## src/rtl/multi_debouncer.sv

```systemverilog
// Multi-channel debouncer with symmetric saturating filters and optional
// auto-repeat. A single sample counter is shared by all channels. Each channel
// is one instance of multi_debouncer_ch in an instance array.

// Filter and auto-repeat logic for one channel
module multi_debouncer_ch #(
  parameter int SAT_MAX    = 150,
  parameter bit REPEAT_EN  = 1'b0,
  parameter int REP_DELAY  = 100,
  parameter int REP_PERIOD = 20
) (
  input  logic clk,
  input  logic rst_n,
  input  logic tick,
  input  logic raw,
  output logic debounced,
  output logic pressed,
  output logic released,
  output logic repeat_pulse
);
  localparam int SW = $clog2(SAT_MAX + 1);
  localparam logic [SW-1:0] SAT_LAST = SW'(SAT_MAX - 1);

  logic [SW-1:0] sat_cnt;
  logic          flip, rise, fall;

  // Level flips on the Nth consecutive disagreeing tick
  assign flip = tick && (raw != debounced) && (sat_cnt == SAT_LAST);
  assign rise = flip && raw;
  assign fall = flip && !raw;

  // Saturating filter: count disagreeing ticks, restart on any agreeing tick
  always_ff @(posedge clk or negedge rst_n) begin
    if (!rst_n) begin
      sat_cnt   <= '0;
      debounced <= 1'b0;
      pressed   <= 1'b0;
      released  <= 1'b0;
    end else begin
      pressed  <= rise;
      released <= fall;
      if (tick) begin
        if (raw == debounced || flip) sat_cnt <= '0;
        else                          sat_cnt <= sat_cnt + 1'b1;
        if (flip) debounced <= raw;
      end
    end
  end

  if (REPEAT_EN) begin : g_rep
    localparam int RMAX = (REP_DELAY > REP_PERIOD) ? REP_DELAY : REP_PERIOD;
    localparam int RW   = $clog2(RMAX + 1);
    localparam logic [RW-1:0] DLY_LAST = RW'(REP_DELAY - 1);
    localparam logic [RW-1:0] PER_LAST = RW'(REP_PERIOD - 1);

    typedef enum logic [1:0] {IDLE = 2'd0, DELAY = 2'd1, REPEAT = 2'd2} rep_state_t;

    rep_state_t    state, nxt_state;
    logic [RW-1:0] rep_cnt, nxt_cnt;
    logic          rep_fire;

    // State register; the repeat pulse is registered like pressed/released
    always_ff @(posedge clk or negedge rst_n) begin
      if (!rst_n) begin
        state        <= IDLE;
        rep_cnt      <= '0;
        repeat_pulse <= 1'b0;
      end else begin
        state        <= nxt_state;
        rep_cnt      <= nxt_cnt;
        repeat_pulse <= rep_fire;
      end
    end

    // Next state: a release always wins and returns to IDLE
    always_comb begin
      nxt_state = state;
      nxt_cnt   = rep_cnt;
      if (fall) begin
        nxt_state = IDLE;
        nxt_cnt   = '0;
      end else begin
        case (state)
          IDLE: if (rise) begin
            nxt_state = DELAY;
            nxt_cnt   = '0;
          end
          DELAY: if (tick) begin
            if (rep_cnt == DLY_LAST) begin
              nxt_state = REPEAT;
              nxt_cnt   = '0;
            end else nxt_cnt = rep_cnt + 1'b1;
          end
          REPEAT: if (tick) begin
            if (rep_cnt == PER_LAST) nxt_cnt = '0;
            else                     nxt_cnt = rep_cnt + 1'b1;
          end
          default: begin
            nxt_state = IDLE;
            nxt_cnt   = '0;
          end
        endcase
      end
    end

    // Output: fire when the active interval expires on a tick (not on release)
    always_comb begin
      rep_fire = 1'b0;
      if (tick && !fall) begin
        if (state == DELAY  && rep_cnt == DLY_LAST) rep_fire = 1'b1;
        if (state == REPEAT && rep_cnt == PER_LAST) rep_fire = 1'b1;
      end
    end
  end else begin : g_norep
    assign repeat_pulse = 1'b0;
  end
endmodule

// Top level: shared sample tick plus one filter instance per channel
module multi_debouncer #(
  parameter int width                  = 1,
  parameter int sampling_pulse_period  = 25000,
  parameter int saturating_counter_max = 150,
  parameter bit repeat_enable          = 1'b0,
  parameter int repeat_delay           = 100,
  parameter int repeat_period          = 20
) (
  input  logic             clk,
  input  logic             rst_n,
  input  logic [width-1:0] glitchy_signal,
  output logic [width-1:0] debounced_signal,
  output logic [width-1:0] pressed,
  output logic [width-1:0] released,
  output logic [width-1:0] repeat_pulse
);
  localparam int CW = $clog2(sampling_pulse_period);
  localparam logic [CW-1:0] SMP_LAST = CW'(sampling_pulse_period - 1);

  logic [CW-1:0] smp_cnt;
  logic          tick;

  assign tick = (smp_cnt == SMP_LAST);

  // Free-running sample counter, wraps after the tick cycle
  always_ff @(posedge clk or negedge rst_n) begin
    if (!rst_n)    smp_cnt <= '0;
    else if (tick) smp_cnt <= '0;
    else           smp_cnt <= smp_cnt + 1'b1;
  end

  multi_debouncer_ch #(
    .SAT_MAX   (saturating_counter_max),
    .REPEAT_EN (repeat_enable),
    .REP_DELAY (repeat_delay),
    .REP_PERIOD(repeat_period)
  ) u_ch [width-1:0] (
    .clk         (clk),
    .rst_n       (rst_n),
    .tick        (tick),
    .raw         (glitchy_signal),
    .debounced   (debounced_signal),
    .pressed     (pressed),
    .released    (released),
    .repeat_pulse(repeat_pulse)
  );
endmodule

```

## config.mk

```make
export PLATFORM = sky130hd
export DESIGN_NAME = multi_debouncer
export DESIGN_NICKNAME = d
export VERILOG_FILES = /design/src/rtl/multi_debouncer.sv
export SDC_FILE = /design/constraint.sdc
export NUM_CORES = 1
export LEC_CHECK = 0
export ABC_AREA = 1
export CAP_MARGIN = 10
export CORE_MARGIN = 5
export CORE_UTILIZATION = 40
export CTS_CLUSTER_DIAMETER = 120
export DETAILED_ROUTE_END_ITERATION = 10
export MAX_ROUTING_LAYER = met4
export SYNTH_ARGS = -nofsm -noshare
export SYNTH_HDL_FRONTEND = slang
export SYNTH_SLANG_ARGS = --single-unit
```

## constraint.sdc

```tcl
create_clock -name clk -period 2.34 [get_ports clk]
set_input_delay 0.234 -clock clk [delete_from_list [all_inputs] [get_ports clk]]
set_output_delay 0.234 -clock clk [all_outputs]
set_load 0.02 [all_outputs]
```

==> results.cfg <==
[routing]
via_count = 1357
drc = 0
wl_per_cell_um = 11.4
ant_nets = 0
first_pass_iters = 4
drtIter0Drc = 144
via_per_inst = 4.76
drt-total-wl_mm = 3.26

[die]
fp-row-count = 23
coreArea_um2 = 3970
die_h_um = 73.7
boundaryPins = 7
initial_core_util_pct = 40.9
die_area_um2 = 5430
die_x_um = 73.7

[worst_setup_path]
crit_path_end_kind = register
worstPathArrival_ns = 1.77
critPathKind = reg2reg
crit_chain = ha_1, inv_1, nor2_1, nand2_1, nor2_4, inv_1, nand2_1, nand2_1
max_stage_delay_ns = 0.39
crit_path_top_delay_cell = dfrtp_1
crit_family = simple AND/OR/NAND/NOR gates
start_kind = register
crit_buf_inv = 2
required_ns = 2.51
critPathMostFrequentCell = nand2_1
path_max_fanout = 21

[layout]
drive_gt1_share_pct = 5.53
final_nets = 242
syn_to_final_growth_pct = 9.10
n_antenna_cell = 0
final_area_um2 = 1770

[timing]
post-route-period-util_pct = 68.7
final_hold_viol_count = 0
fin_skew_ns = 0.00190
whs_ns = 0.319
rsz0062_at_grt = false
setup_viol = 0
maxSlewViolCount = 0
post-route-min-period_ns = 1.61
timing.fmax_ghz = 0.622
finalSetupTns_ns = 0

[cts]
cts_made_buffers = 3
postCtsSetupBuffers = 0
ctsResizeCount = 0
path_clk_slew_ns = 0.09
clk_latency_ns = 0.27
ctsHoldBuffers = 0
htree_levels = 1
cts_buffer_depth = 2
cts_root_buf = clkbuf_8
cts.sinks = 26
cts_tree = done

[synthesis]
synthArstFlopShare_pct = 100
netlist_top_cells_area = dfrtp_1 40%, nand2_1 13%, nor2_1 8.8%
ys.flop_type = dfrtp_1
ys_warn_count = 0
ys_ff_latch = 26
synth_nets = 237
synth_fa_ha_area_share_pct = 2.31
synth-simple-area-share_pct = 37.7
synth-xor-area-share_pct = 6.48
synth_top_family_by_area = simple AND/OR/NAND/NOR gates
synth_area_um2 = 1620
yosysTopAreaCell = dfrtp_1
avgSynthCellArea_um2 = 7.03
synth_cell_types = 19
yosysSeqAreaShare_pct = 40.1
synth_edf_count = 0
yosysTopAreaCellShare_pct = 40.1
synth_compound_area_share_pct = 1.23
muxShareOfSynthArea_pct = 0
synth_commonest_cells = 57 x nand2_1, 38 x nor2_1, 36 x inv_1, 26 x dfrtp_1, 15 x nand3_1
synthMostInstantiatedCell = nand2_1
syn_inst = 231

[global_routing]
grt_overflow = 0
grt_pass1_vias = 1239
grt_usage_pct = 13.8
grt_pass1_wl_mm = 5.71
antenna_found_initial = 0
grt_max_degree = 27

[power_and_ir_drop]
power.total_uw = 845
p_per_area_nw_per_um2 = 477
ir_drop_uv = 240
leakage_uw = 0.000950

[run]
drv_cap = 0

[run_status]
status = finished clean

[placed_design]
io_buffers = 5
placed_area_um2 = 1700
dpl.hpwl_mm = 2.49
routabilityCongestion = 0.871

[hold_path]
worstHoldPathType = in2async
==> path summary, 6_finish.rpt <==
kind,start,end,cells after the start,slack (ns)
max in group asynchronous,rst_n,smp_cnt[9],2,1.76
max reg2reg,smp_cnt[0],u_ch[0].sat_cnt[3],8,0.73
min reg2reg,smp_cnt[0],smp_cnt[0],1,0.49
max,smp_cnt[0],u_ch[0].sat_cnt[3],8,0.73
min,rst_n,u_ch[0].sat_cnt[0],2,0.32
min in group clk,smp_cnt[0],smp_cnt[0],1,0.49
==> metal layers <==
metal  global-route usage (%)  part of all wire, %  vias up
met5                        -                    0        -
met4                     3.62                 0.98        0
met3                     3.15                  3.8        4
met2                     19.4                   42       24
met1                     19.8                   53      605
li1                         -                    -      724
==> per-stage QoR <==
| stage | setup slack [ns] | cells | utilization [%] |
|---|---|---|---|
| floorplan | 1.09 | 231 | - |
| global placement | 0.782 | 281 | 42.8 |
| detailed placement | 0.747 | 281 | 42.8 |
| CTS | 0.736 | 285 | 44.6 |
| global route | 0.549 | 285 | 44.6 |
| finish | 0.732 | 285 | 44.6 |
==> power breakdown <==
group          internal (uW)  total [uW]  switching (uW)
sequential               449         449               0
combinational           4.83        18.6            13.8
clock                    229         377             148
total                    683         845             162
==> cell type report <==
| cell class | count | area [um2] |
|---|---|---|
| clock buffers | 3 | 41.3 |
| multi-input cells | 159 | 778 |
| flip-flops and latches | 26 | 651 |
| well taps | 50 | 62.6 |
| inverters | 40 | 150 |
| clock inverters | 1 | 30.0 |
| fillers | 415 | 2200 |
| repair buffers | 6 | 57.6 |
==> cell usage in the layout (no fill, tap or decap), types with 4 or more instances in the layout <==
cell type / Yosys / final
nand4_1: 14 / 14
nor3_1: 11 / 11
o21ai_0: 4 / 4
clkdlybuf4s50_1: 0 / 5
inv_2: 4 / 4
dfrtp_1: 26 / 26
inv_1: 36 / 36
nand2_1: 57 / 57
nand3_1: 15 / 15
xor2_1: 11 / 11
nor2_1: 38 / 38
==> sequential cells by signal (all words and copies together), names as in the netlist <==
name	flops
u_ch.sat_cnt	8
u_ch.pressed	1
u_ch.released	1
smp_cnt	15
u_ch.debounced	1
==> cells by family (layout without fill, tap and decap cells) <==
family,count (synthesis),after routing
AND/OR/NAND/NOR,139,139
buffers and inverters,46,50
flip-flops,26,26
XOR/XNOR,12,12
AO/OA/AOI/OAI,4,4
adder cells (fa/ha/maj),3,3
other,1,1
==> worst reg2reg max path, delay by kind of cell (launching register included) <==
family / cells / cell delay, ns
simple gates: 5 / 0.68
flops: 1 / 0.39
fa+ha+maj: 1 / 0.23
buf+inv: 2 / 0.20
No activity file was read; power rests on OpenSTA's default activity.
